==> src/rtl/disp_pkg.sv <==
`default_nettype none
// ============================================================================
//  Module      : disp_pkg
//  Description : Shared types and constants for the display arbiter slice:
//                FSM state encoding, requester count, digit index width and
//                display data width.
//  Revision    : 1.0 - initial release
// ============================================================================
package disp_pkg;

    localparam int NUM_REQ = 2;   // number of display requesters
    localparam int DIGIT_W = 2;   // width of the active digit index
    localparam int DATA_W  = 16;  // 4 hex/BCD digits per value

    typedef enum logic [0:0] {
        IDLE = 1'b0,
        SHOW = 1'b1
    } state_t;

endpackage
`default_nettype wire

==> src/rtl/disp_arbiter_if.sv <==
`default_nettype none
// ============================================================================
//  Module      : disp_arbiter_if
//  Description : Bundles the requester-side and display-side signals of
//                disp_arbiter.
//                master : arbiter view (drives grant and display outputs)
//                slave  : environment view (drives requests and values)
//                Requester side : req, data0, data1, hex_dec_in, sign_in, gnt
//                Display side   : data, hex_dec, sign, digit_sel, frame_tick
//                                 (+ blank when DISP_ARB_BLANK_EN is defined)
//  Revision    : 1.0 - initial release
// ============================================================================
interface disp_arbiter_if;
    import disp_pkg::*;

    logic [NUM_REQ-1:0] req;
    logic [DATA_W-1:0]  data0;
    logic [DATA_W-1:0]  data1;
    logic [NUM_REQ-1:0] hex_dec_in;
    logic [NUM_REQ-1:0] sign_in;
    logic [NUM_REQ-1:0] gnt;
    logic [DATA_W-1:0]  data;
    logic               hex_dec;
    logic               sign;
    logic [DIGIT_W-1:0] digit_sel;
    logic               frame_tick;
`ifdef DISP_ARB_BLANK_EN
    logic               blank;
`endif

    modport master (
        input  req, data0, data1, hex_dec_in, sign_in,
        output gnt, data, hex_dec, sign, digit_sel, frame_tick
`ifdef DISP_ARB_BLANK_EN
        , output blank
`endif
    );

    modport slave (
        output req, data0, data1, hex_dec_in, sign_in,
        input  gnt, data, hex_dec, sign, digit_sel, frame_tick
`ifdef DISP_ARB_BLANK_EN
        , input blank
`endif
    );

endinterface
`default_nettype wire

==> src/rtl/disp_arbiter_scan_timer.sv <==
`default_nettype none
// ============================================================================
//  Module      : scan_timer
//  Description : Display multiplex timing. A free-running prescaler produces
//                one digit tick every 2^DIV_W cycles; the digit index steps
//                0..3 on each tick and frame_tick marks the last tick of
//                digit 3 (end of a full scan frame).
//  Ports       : clk, rst (async, active-high)
//                o_digit_sel  - active digit index
//                o_frame_tick - one-cycle end-of-frame pulse
//  Revision    : 1.0 - initial release
// ============================================================================
module scan_timer
    import disp_pkg::*;
#(
    parameter int DIV_W = 19
) (
    input  logic               clk,
    input  logic               rst,
    output logic [DIGIT_W-1:0] o_digit_sel,
    output logic               o_frame_tick
);

    logic [DIV_W-1:0]   r_presc;
    logic [DIGIT_W-1:0] r_digit;
    logic               w_tick;

    // Tick while the prescaler sits at all-ones; its natural overflow wraps it to 0.
    assign w_tick = &r_presc;

    always_ff @(posedge clk or posedge rst) begin
        if (rst) begin
            r_presc <= '0;
            r_digit <= '0;
        end else begin
            r_presc <= r_presc + DIV_W'(1);
            if (w_tick) begin
                r_digit <= r_digit + DIGIT_W'(1);
            end
        end
    end

    assign o_digit_sel  = r_digit;
    assign o_frame_tick = w_tick && (&r_digit);

endmodule
`default_nettype wire

==> src/rtl/disp_arbiter.sv <==
`default_nettype none
// ============================================================================
//  Module      : disp_arbiter
//  Description : Two-requester arbiter for a shared 4-digit multiplexed
//                display. Grants within one cycle from IDLE (round-robin on
//                ties), only changes the displayed value or owner at frame
//                boundaries, and holds a contested grant for HOLD_FRAMES
//                frames.
//  Ports       : clk, rst (async, active-high)
//                bus (disp_arbiter_if.master): requests/values in,
//                grant and display drive out.
//  Config      : DISP_ARB_BLANK_EN - adds bus.blank (1 while IDLE).
//  Revision    : 1.0 - initial release
// ============================================================================
module disp_arbiter
    import disp_pkg::*;
#(
    parameter int DIV_W       = 19,
    parameter int HOLD_FRAMES = 8
) (
    input  logic           clk,
    input  logic           rst,
    disp_arbiter_if.master bus
);

    localparam int c_hold_w = (HOLD_FRAMES < 1) ? 1 : $clog2(HOLD_FRAMES + 1);
    localparam logic [c_hold_w-1:0] c_hold_max = c_hold_w'(HOLD_FRAMES);

    state_t              r_state;
    state_t              w_state_nxt;
    logic                r_gidx;        // index of the granted requester
    logic                w_gidx_nxt;
    logic                r_ptr;         // round-robin tie winner
    logic                w_ptr_nxt;
    logic [c_hold_w-1:0] r_hold;
    logic [c_hold_w-1:0] w_hold_nxt;
    logic [c_hold_w-1:0] w_hold_inc;
    logic                w_latch;
    logic                w_latch_idx;
    logic [DATA_W-1:0]   r_data;
    logic                r_hex_dec;
    logic                r_sign;
    logic                w_frame_tick;
    logic                w_own_req;
    logic                w_oth_req;
    logic                w_oidx;

    scan_timer #(
        .DIV_W (DIV_W)
    ) u_scan_timer (
        .clk          (clk),
        .rst          (rst),
        .o_digit_sel  (bus.digit_sel),
        .o_frame_tick (w_frame_tick)
    );

    assign w_oidx    = ~r_gidx;
    assign w_own_req = bus.req[r_gidx];
    assign w_oth_req = bus.req[w_oidx];

    // Frames completed by the owner including the one ending now, so a
    // contested grant passes on the HOLD_FRAMES-th frame_tick after grant.
    assign w_hold_inc = (r_hold == c_hold_max) ? r_hold : r_hold + c_hold_w'(1);

    always_comb begin
        w_state_nxt = r_state;
        w_gidx_nxt  = r_gidx;
        w_ptr_nxt   = r_ptr;
        w_hold_nxt  = r_hold;
        w_latch     = 1'b0;
        w_latch_idx = r_gidx;
        case (r_state)
            IDLE: begin
                if (|bus.req) begin
                    w_state_nxt = SHOW;
                    w_gidx_nxt  = (&bus.req) ? r_ptr : bus.req[1];
                    w_ptr_nxt   = ~w_gidx_nxt;
                    w_hold_nxt  = '0;
                    w_latch     = 1'b1;
                    w_latch_idx = w_gidx_nxt;
                end
            end
            SHOW: begin
                if (w_frame_tick) begin
                    if (w_oth_req && (!w_own_req || (w_hold_inc >= c_hold_max))) begin
                        w_gidx_nxt  = w_oidx;
                        w_ptr_nxt   = r_gidx;
                        w_hold_nxt  = '0;
                        w_latch     = 1'b1;
                        w_latch_idx = w_oidx;
                    end else if (!w_own_req) begin
                        w_state_nxt = IDLE;
                    end else begin
                        // Owner keeps the display; refresh its value at the frame edge.
                        w_hold_nxt  = w_hold_inc;
                        w_latch     = 1'b1;
                        w_latch_idx = r_gidx;
                    end
                end
            end
            default: w_state_nxt = IDLE;
        endcase
    end

    always_ff @(posedge clk or posedge rst) begin
        if (rst) begin
            r_state   <= IDLE;
            r_gidx    <= 1'b0;
            r_ptr     <= 1'b0;
            r_hold    <= '0;
            r_data    <= '0;
            r_hex_dec <= 1'b0;
            r_sign    <= 1'b0;
        end else begin
            r_state <= w_state_nxt;
            r_gidx  <= w_gidx_nxt;
            r_ptr   <= w_ptr_nxt;
            r_hold  <= w_hold_nxt;
            if (w_latch) begin
                r_data    <= w_latch_idx ? bus.data1 : bus.data0;
                r_hex_dec <= bus.hex_dec_in[w_latch_idx];
                r_sign    <= bus.sign_in[w_latch_idx];
            end
        end
    end

    // Grant is decoded from state so it is one-hot in SHOW and zero in IDLE.
    assign bus.gnt        = (r_state == SHOW) ? (r_gidx ? 2'b10 : 2'b01) : 2'b00;
    assign bus.data       = r_data;
    assign bus.hex_dec    = r_hex_dec;
    assign bus.sign       = r_sign;
    assign bus.frame_tick = w_frame_tick;
`ifdef DISP_ARB_BLANK_EN
    assign bus.blank      = (r_state == IDLE);
`endif

endmodule
`default_nettype wire

==> src/flat_wrapper.sv <==
// flat-port wrapper written by rule: the top's interface ports become plain ports
module disp_arbiter_flat import disp_pkg::*;
#(
    parameter int DIV_W       = 19,
    parameter int HOLD_FRAMES = 8
)
  (clk, rst, bus_req, bus_data0, bus_data1, bus_hex_dec_in, bus_sign_in, bus_gnt, bus_data, bus_hex_dec, bus_sign, bus_digit_sel, bus_frame_tick);
  disp_arbiter_if bus_i ();
  input  logic clk;
  input  logic rst;
  input wire logic [$bits(bus_i.req)-1:0] bus_req;
  input wire logic [$bits(bus_i.data0)-1:0] bus_data0;
  input wire logic [$bits(bus_i.data1)-1:0] bus_data1;
  input wire logic [$bits(bus_i.hex_dec_in)-1:0] bus_hex_dec_in;
  input wire logic [$bits(bus_i.sign_in)-1:0] bus_sign_in;
  output wire logic [$bits(bus_i.gnt)-1:0] bus_gnt;
  output wire logic [$bits(bus_i.data)-1:0] bus_data;
  output wire logic [$bits(bus_i.hex_dec)-1:0] bus_hex_dec;
  output wire logic [$bits(bus_i.sign)-1:0] bus_sign;
  output wire logic [$bits(bus_i.digit_sel)-1:0] bus_digit_sel;
  output wire logic [$bits(bus_i.frame_tick)-1:0] bus_frame_tick;
  assign bus_i.req = bus_req;
  assign bus_i.data0 = bus_data0;
  assign bus_i.data1 = bus_data1;
  assign bus_i.hex_dec_in = bus_hex_dec_in;
  assign bus_i.sign_in = bus_sign_in;
  assign bus_gnt = bus_i.gnt;
  assign bus_data = bus_i.data;
  assign bus_hex_dec = bus_i.hex_dec;
  assign bus_sign = bus_i.sign;
  assign bus_digit_sel = bus_i.digit_sel;
  assign bus_frame_tick = bus_i.frame_tick;
  disp_arbiter #(.DIV_W(DIV_W), .HOLD_FRAMES(HOLD_FRAMES)) u_core (.clk(clk), .rst(rst), .bus(bus_i));
endmodule
==> config.mk <==
export PLATFORM = sky130hd
export DESIGN_NAME = disp_arbiter_flat
export DESIGN_NICKNAME = d
export VERILOG_FILES = /design/src/rtl/disp_pkg.sv /design/src/rtl/disp_arbiter_if.sv /design/src/rtl/disp_arbiter_scan_timer.sv /design/src/rtl/disp_arbiter.sv /design/src/flat_wrapper.sv
export SDC_FILE = /design/constraint.sdc
export NUM_CORES = 1
export LEC_CHECK = 0
export BUFFER_PORTS_ARGS = -buffer_cell sky130_fd_sc_hd__buf_2
export CELL_PAD_IN_SITES_DETAIL_PLACEMENT = 1
export CELL_PAD_IN_SITES_GLOBAL_PLACEMENT = 2
export CORE_MARGIN = 3
export CORE_UTILIZATION = 32
export DETAILED_ROUTE_END_ITERATION = 16
export PLACE_DENSITY_LB_ADDON = 0.1
export SYNTH_ARGS = -nofsm -noshare
export SYNTH_HDL_FRONTEND = slang
export SYNTH_SLANG_ARGS = --single-unit
==> constraint.sdc <==
create_clock -name clk -period 3.14 [get_ports clk]
set_clock_uncertainty 0.05 [all_clocks]
set_input_delay 0.314 -clock clk [delete_from_list [all_inputs] [get_ports clk]]
set_output_delay 0.314 -clock clk [all_outputs]
set_load 0.02 [all_outputs]
==> flow_summary.yaml <==
status:
  status: "completed"
global_route:
  antenna_found_initial: 0
  grt_pass1_wl_mm: 9.804
  grt_pass1_vias: 2020
  grt.overflow.total: 0
  grt_usage: 0.1444
  grt_max_degree: 47
power_and_ir_drop:
  swShare: 0.2718
  internal_power_mw: 0.8258
  combPwrFrac: 0.136
  p_leak_nw: 1.339
  switchingPower_mw: 0.3083
  pwr-share-clk: 0.309
  seqPwrFrac: 0.555
  power.density_mw_per_mm2: 403.7
  ir_worst_vdd_mv: 0.1625
critical_path:
  crit_type: "reg -> reg"
  worst-endpoint-arrival_ns: 2.64
  max_stage_delay_ns: 0.52
  slowest_stage: "or3_1"
  cpLargestDelayFamily: "simple AND/OR/NAND/NOR gates"
  endpoint_kind: "flip-flop"
  required_ns: 3.24
  path_cells: "ha_1, and4_4, nand3_4, or3_1, o21a_1, o21ai_0, a31oi_1"
  critPathLaunchType: "flip-flop"
  crit_path_start: "u_core.u_scan_timer.r_presc[0]$_DFF_PP0_"
  r2r_start: "u_core.u_scan_timer.r_presc[0]$_DFF_PP0_"
  path_max_fanout: 19
  crit_buf_inv: 0
place:
  port_buffers: 62
  post-place-ws_ns: 0.5797
  hpwl_mm: 4.014
  gp_congestion: 0.7200
job:
  maxCapViolations: 0
layout:
  drive_gt1_frac: 0.3140
  area_growth_pct: 19.29
  final_common_cell: "buf_2"
  diodes: 0
  nets: 337
  layout_common_cells: "buf_2 (62), dfrtp_1 (46), nor2_1 (27)"
worst_hold_path:
  hp-class: "in -> async"
sta:
  min_period_over_period: 0.8090
  setup_viol: 0
  setup-tns-final_ns: 0
  rsz0062_at_grt: "false"
  clock.fmax_mhz: 393.7
  finalHoldViolCount: 0
  setup_slack_ns: 0.5999
  tightest_slew_ns: 0.9956
  period_needed_ns: 2.540
  final_max_slew_viol_count: 0
  slew_headroom: 0.3353
die:
  die_w_um: 91.78
  start_util: 0.3373
  io_pins: 63
  core_area_mm2: 0.006982
  die-area_mm2: 0.008424
  die_h_um: 91.78
  rows: 30
synthesis:
  synth_nets: 275
  syn_area_per_cell_um2: 10.19
  yosys_register_bits: 46
  async_flop_share: 1.000
  yosysSeqAreaShare: 0.4888
  synth_top_family_by_area: "simple AND/OR/NAND/NOR gates"
  synthSimpleGateAreaFrac: 0.2179
  synth-adder-area-share: 0.02125
  yosysUniqueCellTypes: 40
  synthXorXnorAreaFrac: 0.07067
  yosysWarnings: 0
  synth.mux.area_fraction: 0.01807
  synth-compound-area-share: 0.1397
  syn-cell-area_mm2: 0.002355
  synth_edf_count: 0
  netlist_instances: 231
  synth_flop_cell: "dfrtp_1"
route:
  initialDrtViolationCount: 45
  vias: 1892
  drtAntennaViolNets: 0
  first_pass_iters: 4
  drc: 0
  wl_per_cell_um: 14.56
  routed_wl_mm: 5.665
  viasPerCell: 4.864
cts:
  cts_tree: "yes"
  clk_path_buf_depth: 2
  path_clk_slew_ns: 0.09
  post_cts_resized: 0
  cts.sinks: 46
  cts_buffers: 5
  postCtsHoldBufs: 0
  h-tree-depth: 2
  clock_latency_ns: 0.29
  root_buffer: "clkbuf_8"
  post_cts.repair.setup_buffers: 0
per-layer routing:
| layer | up-vias | global-route usage | wire length [um] | part of all wire |
|---|---|---|---|---|
| met4 | 0 | 0.03342 | 52 | 0.0092 |
| li1 | 936 | - | - | - |
| met3 | 5 | 0.04348 | 357 | 0.063 |
| met2 | 44 | 0.2386 | 2541 | 0.45 |
| met5 | - | 0 | 0 | 0 |
| met1 | 907 | 0.1860 | 2713 | 0.48 |
worst paths after layout:
kind / cells past startpoint / slack, ns / to
worst max-delay path: 7 / 0.60 / u_core.bus.hex_dec$_DFFE_PP0P_
worst min register to register: 1 / 0.43 / u_core.u_scan_timer.r_presc[15]$_DFF_PP0_
worst max register to register: 7 / 0.60 / u_core.bus.hex_dec$_DFFE_PP0P_
worst min-delay path: 2 / 0.20 / u_core.u_scan_timer.r_presc[4]$_DFF_PP0_
min in group clk: 3 / 0.21 / u_core.bus.data[15]$_DFFE_PP0P_
max in group asynchronous: 2 / 2.23 / u_core.r_state$_DFF_PP0_
registers in the layout (all words and copies together), names as in the netlist:
| signal | count |
|---|---|
| u_core.bus.data | 16 |
| u_core.r_hold | 4 |
| u_core.r_gidx | 1 |
| u_core.bus.sign | 1 |
| u_core.u_scan_timer.o_digit_sel | 2 |
| u_core.bus.hex_dec | 1 |
| u_core.r_ptr | 1 |
| u_core.r_state | 1 |
| u_core.u_scan_timer.r_presc | 19 |
worst register-to-register path, stage by stage, from the launching register on:
cell     delay, ns
dfrtp_1       0.39
ha_1          0.22
and4_4        0.27
nand3_4       0.10
or3_1         0.52
o21a_1        0.48
o21ai_0       0.27
a31oi_1       0.10
per-stage QoR:
stage / power (mW) / std cells / instance area, um2 / utilization / hold WS (ns)
6_report: 1.134 / 389 / 2809 / 0.4023 / 0.1976
3_3_place_gp: 0.7983 / 382 / 2730 / 0.3910 / 0.4052
3_5_place_dp: 0.8000 / 382 / 2730 / 0.3910 / 0.4085
4_1_cts: 1.149 / 389 / 2809 / 0.4023 / 0.2108
2_1_floorplan: 0.7296 / 231 / 2355 / - / 0.3866
5_1_grt: 1.195 / 389 / 2809 / 0.4023 / 0.2153
cell families (layout without fill, tap and decap cells):
kind of cell / Yosys count / in the layout
compound gates: 53 / 53
xor+xnor: 19 / 19
fa+ha+maj: 4 / 4
buf+inv: 16 / 78
flops: 46 / 46
mux: 4 / 4
simple gates: 89 / 89
cells in the mapped netlist (2+ instances only):
master     n  area share
nand3_2   10       0.043
xnor2_1   12       0.045
mux2i_1    2      0.0085
nand2_1   10       0.016
and2_1     3      0.0080
and3_1     4       0.011
ha_1       4       0.021
buf_6      3       0.014
clkbuf_1   5      0.0080
inv_1      6      0.0096
a22o_1     3       0.011
a31oi_1   18       0.048
o21a_1     2      0.0064
o21ai_1   18       0.038
xor2_1     7       0.026
mux2_2     2      0.0096
dfrtp_1   46        0.49
nor2b_1    5       0.013
nor2_1    28       0.045
nand3_1   18       0.038
o21ai_0    6       0.013
power groups by stage:
stage	combinational [mW]	sequential [mW]	clock, mW
2_1_floorplan	0.0625	0.667	0
3_3_place_gp	0.157	0.641	0
3_5_place_dp	0.158	0.642	0
4_1_cts	0.158	0.631	0.360
5_1_grt	0.173	0.634	0.388
6_report	0.154	0.630	0.350
area by class of cell:
cell class	count	area, um2
clock inverter	2	10.01
sequential	46	1151
tap	96	120.1
timing repair buffer	65	332.8
multi-input combinational	169	1104
clock buffer	5	68.82
fill	855	4173
inverter	6	22.52
(Power assumes the default switching activity.)
